[config.mk]
export PLATFORM = sky130hd
export DESIGN_NAME = popsel_iter_flat
export DESIGN_NICKNAME = d
export VERILOG_FILES = /design/src/rtl/popsel_iter_if.sv /design/src/rtl/popsel_iter.sv /design/src/flat_wrapper.sv
export SDC_FILE = /design/constraint.sdc
export NUM_CORES = 1
export LEC_CHECK = 0
export BUFFER_PORTS_ARGS = -buffer_cell sky130_fd_sc_hd__buf_2
export CORE_MARGIN = 4
export CORE_UTILIZATION = 55
export DETAILED_ROUTE_END_ITERATION = 12
export PLACE_DENSITY = 0.83
export SLEW_MARGIN = 30
export SYNTH_ARGS = -nofsm -noshare
export SYNTH_HDL_FRONTEND = slang
export SYNTH_SLANG_ARGS = --single-unit
[constraint.sdc]
create_clock -name clk -period 12.09 [get_ports clk]
set_input_delay 0.6045 -clock clk [delete_from_list [all_inputs] [get_ports clk]]
set_output_delay 0.6045 -clock clk [all_outputs]
set_load 0.05 [all_outputs]
[src/rtl/popsel_iter_if.sv]
// popsel_iter_if: request/result bundle for the iterative bit-select unit.
// The requester drives Start/Flush/A/N; the unit returns Busy/Done/Found/Index/Mask.
interface popsel_iter_if #(
    parameter int WIDTH = 64
);
    localparam int IW = $clog2(WIDTH);

    logic             Start;
    logic             Flush;
    logic [WIDTH-1:0] A;
    logic [IW-1:0]    N;
    logic             Busy;
    logic             Done;
    logic             Found;
    logic [IW-1:0]    Index;
    logic [WIDTH-1:0] Mask;

    modport master (
        output Start, Flush, A, N,
        input  Busy, Done, Found, Index, Mask
    );

    modport slave (
        input  Start, Flush, A, N,
        output Busy, Done, Found, Index, Mask
    );
endinterface

[src/rtl/popsel_iter.sv]
// popsel_iter: iterative select (inverse of popcount). Returns the bit index and
// one-hot mask of the N-th set bit of A, scanning one CHUNK per cycle.
// Optional macro POPSEL_EARLYOUT_EN: a full-width popcount in the first SCAN
// cycle lets a miss finish immediately instead of scanning every chunk.
module popsel_iter #(
    parameter int WIDTH = 64,
    parameter int CHUNK = 8
) (
    input  logic         clk,
    input  logic         reset,
    popsel_iter_if.slave bus
);
    localparam int IW  = $clog2(WIDTH);
    localparam int CW  = $clog2(CHUNK) + 1;
    localparam int NCH = WIDTH / CHUNK;
    localparam int PW  = (NCH > 1) ? $clog2(NCH) : 1;
    localparam int OW  = (CHUNK > 1) ? $clog2(CHUNK) : 1;

    typedef enum logic [1:0] {S_IDLE, S_SCAN, S_DONE} state_t;

    state_t           r_state;
    state_t           w_next;
    logic [WIDTH-1:0] r_op;
    logic [IW-1:0]    r_rem;
    logic [PW-1:0]    r_ptr;
    logic             r_found;
    logic [IW-1:0]    r_index;
    logic [WIDTH-1:0] r_mask;

    logic [CHUNK-1:0] w_chunk;
    logic [CW-1:0]    w_cnt;
    logic [OW-1:0]    w_off;
    logic             w_hit;
    logic             w_last;
    logic             w_early;
    logic             w_accept;
    logic [IW-1:0]    w_hit_index;
    logic [WIDTH-1:0] w_hit_mask;

    function automatic logic [CW-1:0] pop_chunk(input logic [CHUNK-1:0] v);
        logic [CW-1:0] s;
        s = '0;
        for (int unsigned i = 0; i < CHUNK; i++) s = s + CW'(v[i]);
        return s;
    endfunction

    assign w_chunk  = r_op[int'(r_ptr)*CHUNK +: CHUNK];
    assign w_cnt    = pop_chunk(w_chunk);
    assign w_hit    = ({1'b0, r_rem} < (IW+1)'(w_cnt));
    assign w_last   = (r_ptr == PW'(NCH-1));
    assign w_accept = bus.Start && !bus.Flush;

`ifdef POPSEL_EARLYOUT_EN
    logic [IW:0] w_total;

    // Full-width popcount of the latched operand, used only in the first SCAN cycle
    always_comb begin
        w_total = '0;
        for (int unsigned i = 0; i < WIDTH; i++) w_total = w_total + (IW+1)'(r_op[i]);
    end

    // r_ptr is zero only during the first SCAN cycle, when r_rem still equals N
    assign w_early = (r_ptr == '0) && ({1'b0, r_rem} >= w_total);
`else
    assign w_early = 1'b0;
`endif

    // Locate the r_rem-th set bit inside the current chunk
    always_comb begin
        logic [CW-1:0] v_run;
        v_run = '0;
        w_off = '0;
        for (int unsigned i = 0; i < CHUNK; i++) begin
            if (w_chunk[i] && ((IW+1)'(v_run) == {1'b0, r_rem})) w_off = OW'(i);
            v_run = v_run + CW'(w_chunk[i]);
        end
    end

    assign w_hit_index = IW'(int'(r_ptr)*CHUNK + int'(w_off));
    assign w_hit_mask  = {{(WIDTH-1){1'b0}}, 1'b1} << w_hit_index;

    // State register
    always_ff @(posedge clk or posedge reset) begin
        if (reset) r_state <= S_IDLE;
        else       r_state <= w_next;
    end

    // Next-state logic; Flush wins over everything while an operation is active
    always_comb begin
        w_next = r_state;
        case (r_state)
            S_IDLE: if (w_accept) w_next = S_SCAN;
            S_SCAN: begin
                if (bus.Flush)                          w_next = S_IDLE;
                else if (w_hit || w_last || w_early)    w_next = S_DONE;
            end
            S_DONE:  w_next = S_IDLE;
            default: w_next = S_IDLE;
        endcase
    end

    // Status outputs; a Flush coincident with DONE suppresses the pulse
    always_comb begin
        bus.Busy = (r_state != S_IDLE);
        bus.Done = (r_state == S_DONE) && !bus.Flush;
    end

    // Operand latch, scan bookkeeping and held result registers
    always_ff @(posedge clk or posedge reset) begin
        if (reset) begin
            r_op    <= '0;
            r_rem   <= '0;
            r_ptr   <= '0;
            r_found <= 1'b0;
            r_index <= '0;
            r_mask  <= '0;
        end else begin
            case (r_state)
                S_IDLE: begin
                    if (w_accept) begin
                        r_op    <= bus.A;
                        r_rem   <= bus.N;
                        r_ptr   <= '0;
                        r_found <= 1'b0;
                        r_index <= '0;
                        r_mask  <= '0;
                    end
                end
                S_SCAN: begin
                    if (bus.Flush) begin
                        r_found <= 1'b0;
                        r_index <= '0;
                        r_mask  <= '0;
                    end else if (w_hit) begin
                        r_found <= 1'b1;
                        r_index <= w_hit_index;
                        r_mask  <= w_hit_mask;
                    end else begin
                        // Only reached when r_rem >= w_cnt, so no underflow
                        r_rem <= r_rem - IW'(w_cnt);
                        if (w_last || w_early) begin
                            r_found <= 1'b0;
                            r_index <= '0;
                            r_mask  <= '0;
                        end else begin
                            r_ptr <= r_ptr + 1'b1;
                        end
                    end
                end
                S_DONE: begin
                    if (bus.Flush) begin
                        r_found <= 1'b0;
                        r_index <= '0;
                        r_mask  <= '0;
                    end
                end
                default: ;
            endcase
        end
    end

    assign bus.Found = r_found;
    assign bus.Index = r_index;
    assign bus.Mask  = r_mask;
endmodule

[src/flat_wrapper.sv]
// flat-port wrapper written by rule: the top's interface ports become plain ports
module popsel_iter_flat 
#(
    parameter int WIDTH = 64,
    parameter int CHUNK = 8
)
  (clk, reset, bus_Start, bus_Flush, bus_A, bus_N, bus_Busy, bus_Done, bus_Found, bus_Index, bus_Mask);
  popsel_iter_if #(.WIDTH(WIDTH)) bus_i ();
  input  logic clk;
  input  logic reset;
  input wire logic [$bits(bus_i.Start)-1:0] bus_Start;
  input wire logic [$bits(bus_i.Flush)-1:0] bus_Flush;
  input wire logic [$bits(bus_i.A)-1:0] bus_A;
  input wire logic [$bits(bus_i.N)-1:0] bus_N;
  output wire logic [$bits(bus_i.Busy)-1:0] bus_Busy;
  output wire logic [$bits(bus_i.Done)-1:0] bus_Done;
  output wire logic [$bits(bus_i.Found)-1:0] bus_Found;
  output wire logic [$bits(bus_i.Index)-1:0] bus_Index;
  output wire logic [$bits(bus_i.Mask)-1:0] bus_Mask;
  assign bus_i.Start = bus_Start;
  assign bus_i.Flush = bus_Flush;
  assign bus_i.A = bus_A;
  assign bus_i.N = bus_N;
  assign bus_Busy = bus_i.Busy;
  assign bus_Done = bus_i.Done;
  assign bus_Found = bus_i.Found;
  assign bus_Index = bus_i.Index;
  assign bus_Mask = bus_i.Mask;
  popsel_iter #(.WIDTH(WIDTH), .CHUNK(CHUNK)) u_core (.clk(clk), .reset(reset), .bus(bus_i));
endmodule
==> impl_metrics.toml, run 1 <==
[synthesis]
synth_seq_area_share_pct = 50.6
syn-num-nets = 808
synth_cell_types = 60
syn_area_sq_um = 7220
ys_warn_count = 0
syn_avg_cell_area_sq_um = 10.1
synthesis.instances = 713
async_flop_share_pct = 100
ys.flop_type = "dfrtp_1"
synth_enable_flop_cells = 0
ys_ff_latch = 146

[timing]
max_clock_freq_mhz = 133
hold_viol = 0
fin_crit_sh_pct = 62.0
slew_headroom_pct = 42.9
period_minus_slack_ns = 7.50
rsz0062_at_grt = "false"
fin_skew_ns = 0.00789
tightestPinTransition_ns = 0.857
tns_ns = 0
slew_violations = 0
setup_viol = 0

[placement]
io_buffers = 146
hpwl_microns = 12100
dp_cells = 995
gp_congestion = 0.837
placed_cell_area_sq_um = 8020

[global_route]
grt_pass1_vias = 5932
antenna_found_initial = 0
grt_max_degree = 76
grt_util_all_layers_pct = 25.3
grt_overflow = 0
grt_pass1_wl_microns = 29400

[detailed_routing]
antenna_left = 0
wirelength_microns = 18100
drt_pass1_iterations = 4
drt_iter0_markers = 462
drc = 0
routed_via_density = 5.69
routed-via-count = 5838
wl_per_cell_microns = 17.7

[floorplan]
ioPinCount = 147
fp.dieW_microns = 123
num_rows = 41
die_area_sq_um = 15000
initial_utilization_pct = 56.7
die_h_microns = 123
core_sq_um = 12700

[clock_network]
cts_tree = "done"
post_cts_buffers = 0
cts_num_sinks = 146
root_buffer = "clkbuf_16"
numCtsBuffers = 17
clkLatencyLatePin_ns = 0.42
cts_repair_resize_count = 0
clkTransAtPathRegs_ns = 0.06
htree_levels = 4
cts-hold-fix-buffers = 0
cts.path.max_buffers = 2

[layout]
finalNonFillerCells = 1026
drive_above_1_share_pct = 26.8
utilization_pct = 68.1
diodes = 0
final_nets = 937
final_cell_area_sq_um = 8660
mostFrequentLayoutCell = "nand2_1"
layout_common_cells = "256 x nand2_1, 146 x buf_2, 146 x dfrtp_1, 37 x o21ai_0"
syn_to_final_growth_pct = 20.0

[worst_setup_path]
cp.arrival_ns = 7.82
cp_common_cell = "ha_1"
worst_path_dominant_cell_family = "adder cells"
cp.buffers_inverters = 3
required_ns = 12.41
critical_path.startpoint_type = "flop"
critPathMaxStageDelay_ns = 0.71
worstSetupPathType = "reg -> reg"
slowest_stage = "and2_0"
endpoint_kind = "flop"
crit_fanout = 33
path_cells = "buf_4, nor2b_1, a2111oi_0, nor3_1, fa_1, ha_1, inv_1, fa_1, inv_1, ha_1, ha_1, ha_1, xnor2_1, xnor2_1, nand3_1, xnor2_1, xnor2_1, ha_1, a21oi_1, and3_1, and2_0, nand3_1, o31ai_2"

[hold_path]
hold_class = "in -> async"

[status]
status = "completed"

[flow_run]
drv_cap = 0
==> routing by layer <==
layer / track usage (%) / vias to the layer above / wire, microns
met5: 0 / - / 0
met4: 10.3 / 0 / 474
met3: 5.85 / 39 / 1050
met2: 42.4 / 211 / 9240
met1: 32.0 / 2894 / 7350
li1: - / 2694 / -
==> state kept, by name, summed over array words and instances (netlist names) <==
register / flops
u_core.bus.Found: 1
u_core.bus.Index: 6
u_core.bus.Mask: 64
u_core.r_op: 64
u_core.r_ptr: 3
u_core.r_rem: 6
u_core.r_state: 2
==> Yosys cell counts, drive strengths merged (2+ instances only) <==
master	instances	share of area, %
a22o	12	1.5
fa	3	0.83
xor2	10	1.2
clkbuf	33	1.7
a211oi	6	0.69
o31ai	16	2.2
nand4	2	0.17
xnor3	3	0.94
a21o	5	0.52
and3	6	0.52
nand2	257	13
nand3b	3	0.31
a32o	18	2.5
a21oi	2	0.14
nor2	12	0.62
mux2	10	1.6
and2	4	0.35
o21ai	37	2.6
a31oi	2	0.17
nor3b	3	0.38
dfrtp	146	51
a2111oi	2	0.33
mux4	14	4.4
or2	2	0.17
nor4	3	0.35
mux2i	4	0.73
xnor2	18	2.4
nand3	15	1.1
ha	18	3.1
inv	13	0.68
nor3	2	0.14
nand2b	5	0.43
nor2b	5	0.43
buf	9	1.0
==> path summary, 6_finish.rpt <==
check / from / to / slack [ns] / depth (start not counted)
worst min register to register: u_core.bus.Mask[44] / u_core.bus.Mask[44] / 0.47 / 2
min in group clk: bus_A[19] / u_core.r_op[19] / 0.37 / 3
worst max register to register: u_core.r_ptr[0] / u_core.bus.Mask[57] / 4.59 / 23
worst min-delay path: reset / u_core.r_op[3] / 0.28 / 2
max in group asynchronous: reset / u_core.bus.Mask[20] / 10.48 / 3
worst max-delay path: u_core.r_ptr[0] / u_core.bus.Mask[57] / 4.59 / 23
==> logic make-up after synthesis <==
group | count (synthesis) | synth area share, %
buffers and inverters | 55 | 3.41
muxes | 28 | 6.66
and+or+nand+nor | 325 | 19.1
AOI/OAI and AO/OA | 106 | 11.3
xor gates and xnor gates | 32 | 4.92
adders and majority gates | 21 | 3.95
DFF | 146 | 50.6
==> through the flow <==
| step | hold WS [ns] | worst slack, ns |
|---|---|---|
| final | 0.282 | 4.59 |
| after global routing | 0.332 | 3.97 |
| after CTS | 0.306 | 4.35 |
| after detailed placement | 0.459 | 4.48 |
| after global placement | 0.453 | 4.72 |
| after floorplan | 0.438 | 5.63 |
==> layout make-up <==
| class | instances | area (sq um) |
|---|---|---|
| inverter | 13 | 53.8 |
| clock inverter | 9 | 153 |
| fill | 977 | 4060 |
| clock buffer | 22 | 484 |
| timing repair buffer | 152 | 776 |
| multi-input combinational | 512 | 3330 |
| sequential | 146 | 3650 |
| tap | 172 | 215 |
Power of run 1 is not shown: default switching activity piles up to over one toggle a cycle in this logic, so the estimate is an artifact.
==> run 2, diff against run 1 <==
--- a/config.mk
+++ b/config.mk
@@ -7,9 +7,9 @@
 export LEC_CHECK = 0
 export BUFFER_PORTS_ARGS = -buffer_cell sky130_fd_sc_hd__buf_2
 export CORE_MARGIN = 4
-export CORE_UTILIZATION = 55
+export CORE_UTILIZATION = 50
 export DETAILED_ROUTE_END_ITERATION = 12
-export PLACE_DENSITY = 0.83
+export PLACE_DENSITY = 0.8
 export SLEW_MARGIN = 30
 export SYNTH_ARGS = -nofsm -noshare
 export SYNTH_HDL_FRONTEND = slang
==> constraint.sdc (replaced) <==
create_clock -name clk -period 6.3 [get_ports clk]
set_input_delay 0.315 -clock clk [delete_from_list [all_inputs] [get_ports clk]]
set_output_delay 0.315 -clock clk [all_outputs]
set_load 0.05 [all_outputs]
==> impl_metrics.toml, run 2 (synthesized netlist as in run 1, its figures left out) <==
[status]
status = "finished, violations left"
failed_checks = "negative hold slack"

[layout]
layout_common_cells = "256 x nand2_1, 146 x buf_2, 144 x dfrtp_1, 37 x o21ai_0"
mostFrequentLayoutCell = "nand2_1"
drive_above_1_share_pct = 29.3
diodes = 0
final_cell_area_sq_um = 8850
utilization_pct = 63.3
final_nets = 954
n_fill_cell = 1132
syn_to_final_growth_pct = 22.6

[timing]
fin_skew_ns = 0.00987
hold_viol = 30
max_clock_freq_mhz = 164
tightestPinTransition_ns = 0.711
setup_ws_ns = 0.198
period_minus_slack_ns = 6.10
slew_violations = 0
slew_headroom_pct = 52.5
setup_viol = 0
fin_crit_sh_pct = 96.9
holdWs_ns = -0.0245

[worst_setup_path]
endpoint_kind = "flop"
crit_fanout = 10
critical_path.startpoint_type = "flop"
cp.arrival_ns = 6.46
required_ns = 6.66
worstSetupPathType = "reg -> reg"

[detailed_routing]
antenna_left = 0
wirelength_microns = 18400
drc = 0
drt_iter0_markers = 496
routed-via-count = 5842
wl_per_cell_microns = 17.5
routed_via_density = 5.57
drt_pass1_iterations = 5

[clock_network]
clkTransAtPathRegs_ns = 0.06
cts-hold-fix-buffers = 0
root_buffer = "clkbuf_16"
cts_tree = "done"
htree_levels = 4
cts_num_sinks = 146
numCtsBuffers = 17
cts.path.max_buffers = 2
clkLatencyLatePin_ns = 0.43

[floorplan]
core_sq_um = 14000
die_h_microns = 128
fp.dieW_microns = 128
num_rows = 43
initial_utilization_pct = 51.6
die_area_sq_um = 16400
ioPinCount = 147

[flow_run]
drv_cap = 0

[global_route]
grt_util_all_layers_pct = 22.6
grt_overflow = 0
grt_pass1_wl_microns = 29100
antenna_found_initial = 0
grt_max_degree = 76
grt_pass1_vias = 5678

[hold_path]
hold_class = "in -> async"

[placement]
dp_slack_ns = -0.114
hpwl_microns = 12800
placed_cell_area_sq_um = 8130
gp_congestion = 0.839
io_buffers = 146
==> run 2: changes by cell type in the layout (fill, tap and decap cells not counted), sizes merged <==
| cell | previous run | this run |
|---|---|---|
| buf | 152 | 167 |
| bufinv | 4 | 2 |
| clkbuf | 22 | 21 |
| clkinvlp | 0 | 1 |
| inv | 13 | 14 |
==> run 2: layout make-up <==
| class | instances | area, sq um | share of cell area [%] |
|---|---|---|---|
| Multi-Input combinational cell | 512 | 3400 | 38.4 |
| Timing Repair Buffer | 169 | 951 | 10.7 |
| Clock inverter | 9 | 109 | 1.23 |
| Clock buffer | 19 | 453 | 5.12 |
| Tap cell | 180 | 225 | 2.55 |
| Inverter | 13 | 53.8 | 0.608 |
| Sequential cell | 146 | 3660 | 41.3 |
==> run 2: final timing paths <==
path                       slack [ns]             endpoint       startpoint  cells after the start
max                              0.20  u_core.bus.Index[2]  u_core.r_ptr[0]                     23
min                             -0.02  u_core.bus.Mask[30]            reset                      2
max reg2reg                      0.20  u_core.bus.Index[2]  u_core.r_ptr[0]                     23
min reg2reg                      0.47       u_core.r_op[2]   u_core.r_op[2]                      2
max in group asynchronous        5.19      u_core.r_ptr[1]            reset                      3
min in group clk                 0.07      u_core.r_op[52]        bus_A[52]                      3
==> run 2: per-layer routing <==
layer  GRT usage [%]  wire length (microns)  vias up
met5               0                      0        -
met3            4.96                   1070       34
met1            29.2                   7590     2889
met2            38.3                   9390      193
li1                -                      -     2726
met4            6.68                    335        0
==> run 2: through the flow <==
stage | setup TNS, ns | hold slack [ns] | instances
after floorplan | 0 | 0.420 | 713
after global placement | 0 | 0.453 | 1014
after detailed placement | -3.09 | 0.454 | 1014
after CTS | 0 | 0.00382 | 1044
after global routing | -1.94 | 0.0189 | 1048
final | 0 | -0.0245 | 1048
==> run 2: timing repair <==
| action | in CTS | in global routing |
|---|---|---|
| pin swaps | 0 | 1 |
| buffers inserted | 2 | 3 |
| cloned | 0 | 1 |
| endpoints found under the setup margin | 63 | 81 |
| resized for setup | 4 | 11 |
==> run 2: worst max-delay path, stage by stage (launching register included) <==
cell,delay [ns]
dfrtp_2,0.39
buf_12,0.12
mux4_2,0.48
mux2_2,0.31
fa_1,0.55
ha_1,0.17
inv_1,0.05
fa_1,0.56
inv_1,0.06
ha_1,0.36
ha_4,0.28
ha_1,0.23
xnor2_2,0.27
xnor2_2,0.17
nand3_1,0.13
xnor2_1,0.15
xnor2_1,0.13
ha_1,0.39
a21oi_2,0.10
buf_4,0.16
a2111o_1,0.41
nand2_4,0.17
buf_4,0.21
a22o_1,0.17
Power of run 2 is left out for the same reason.
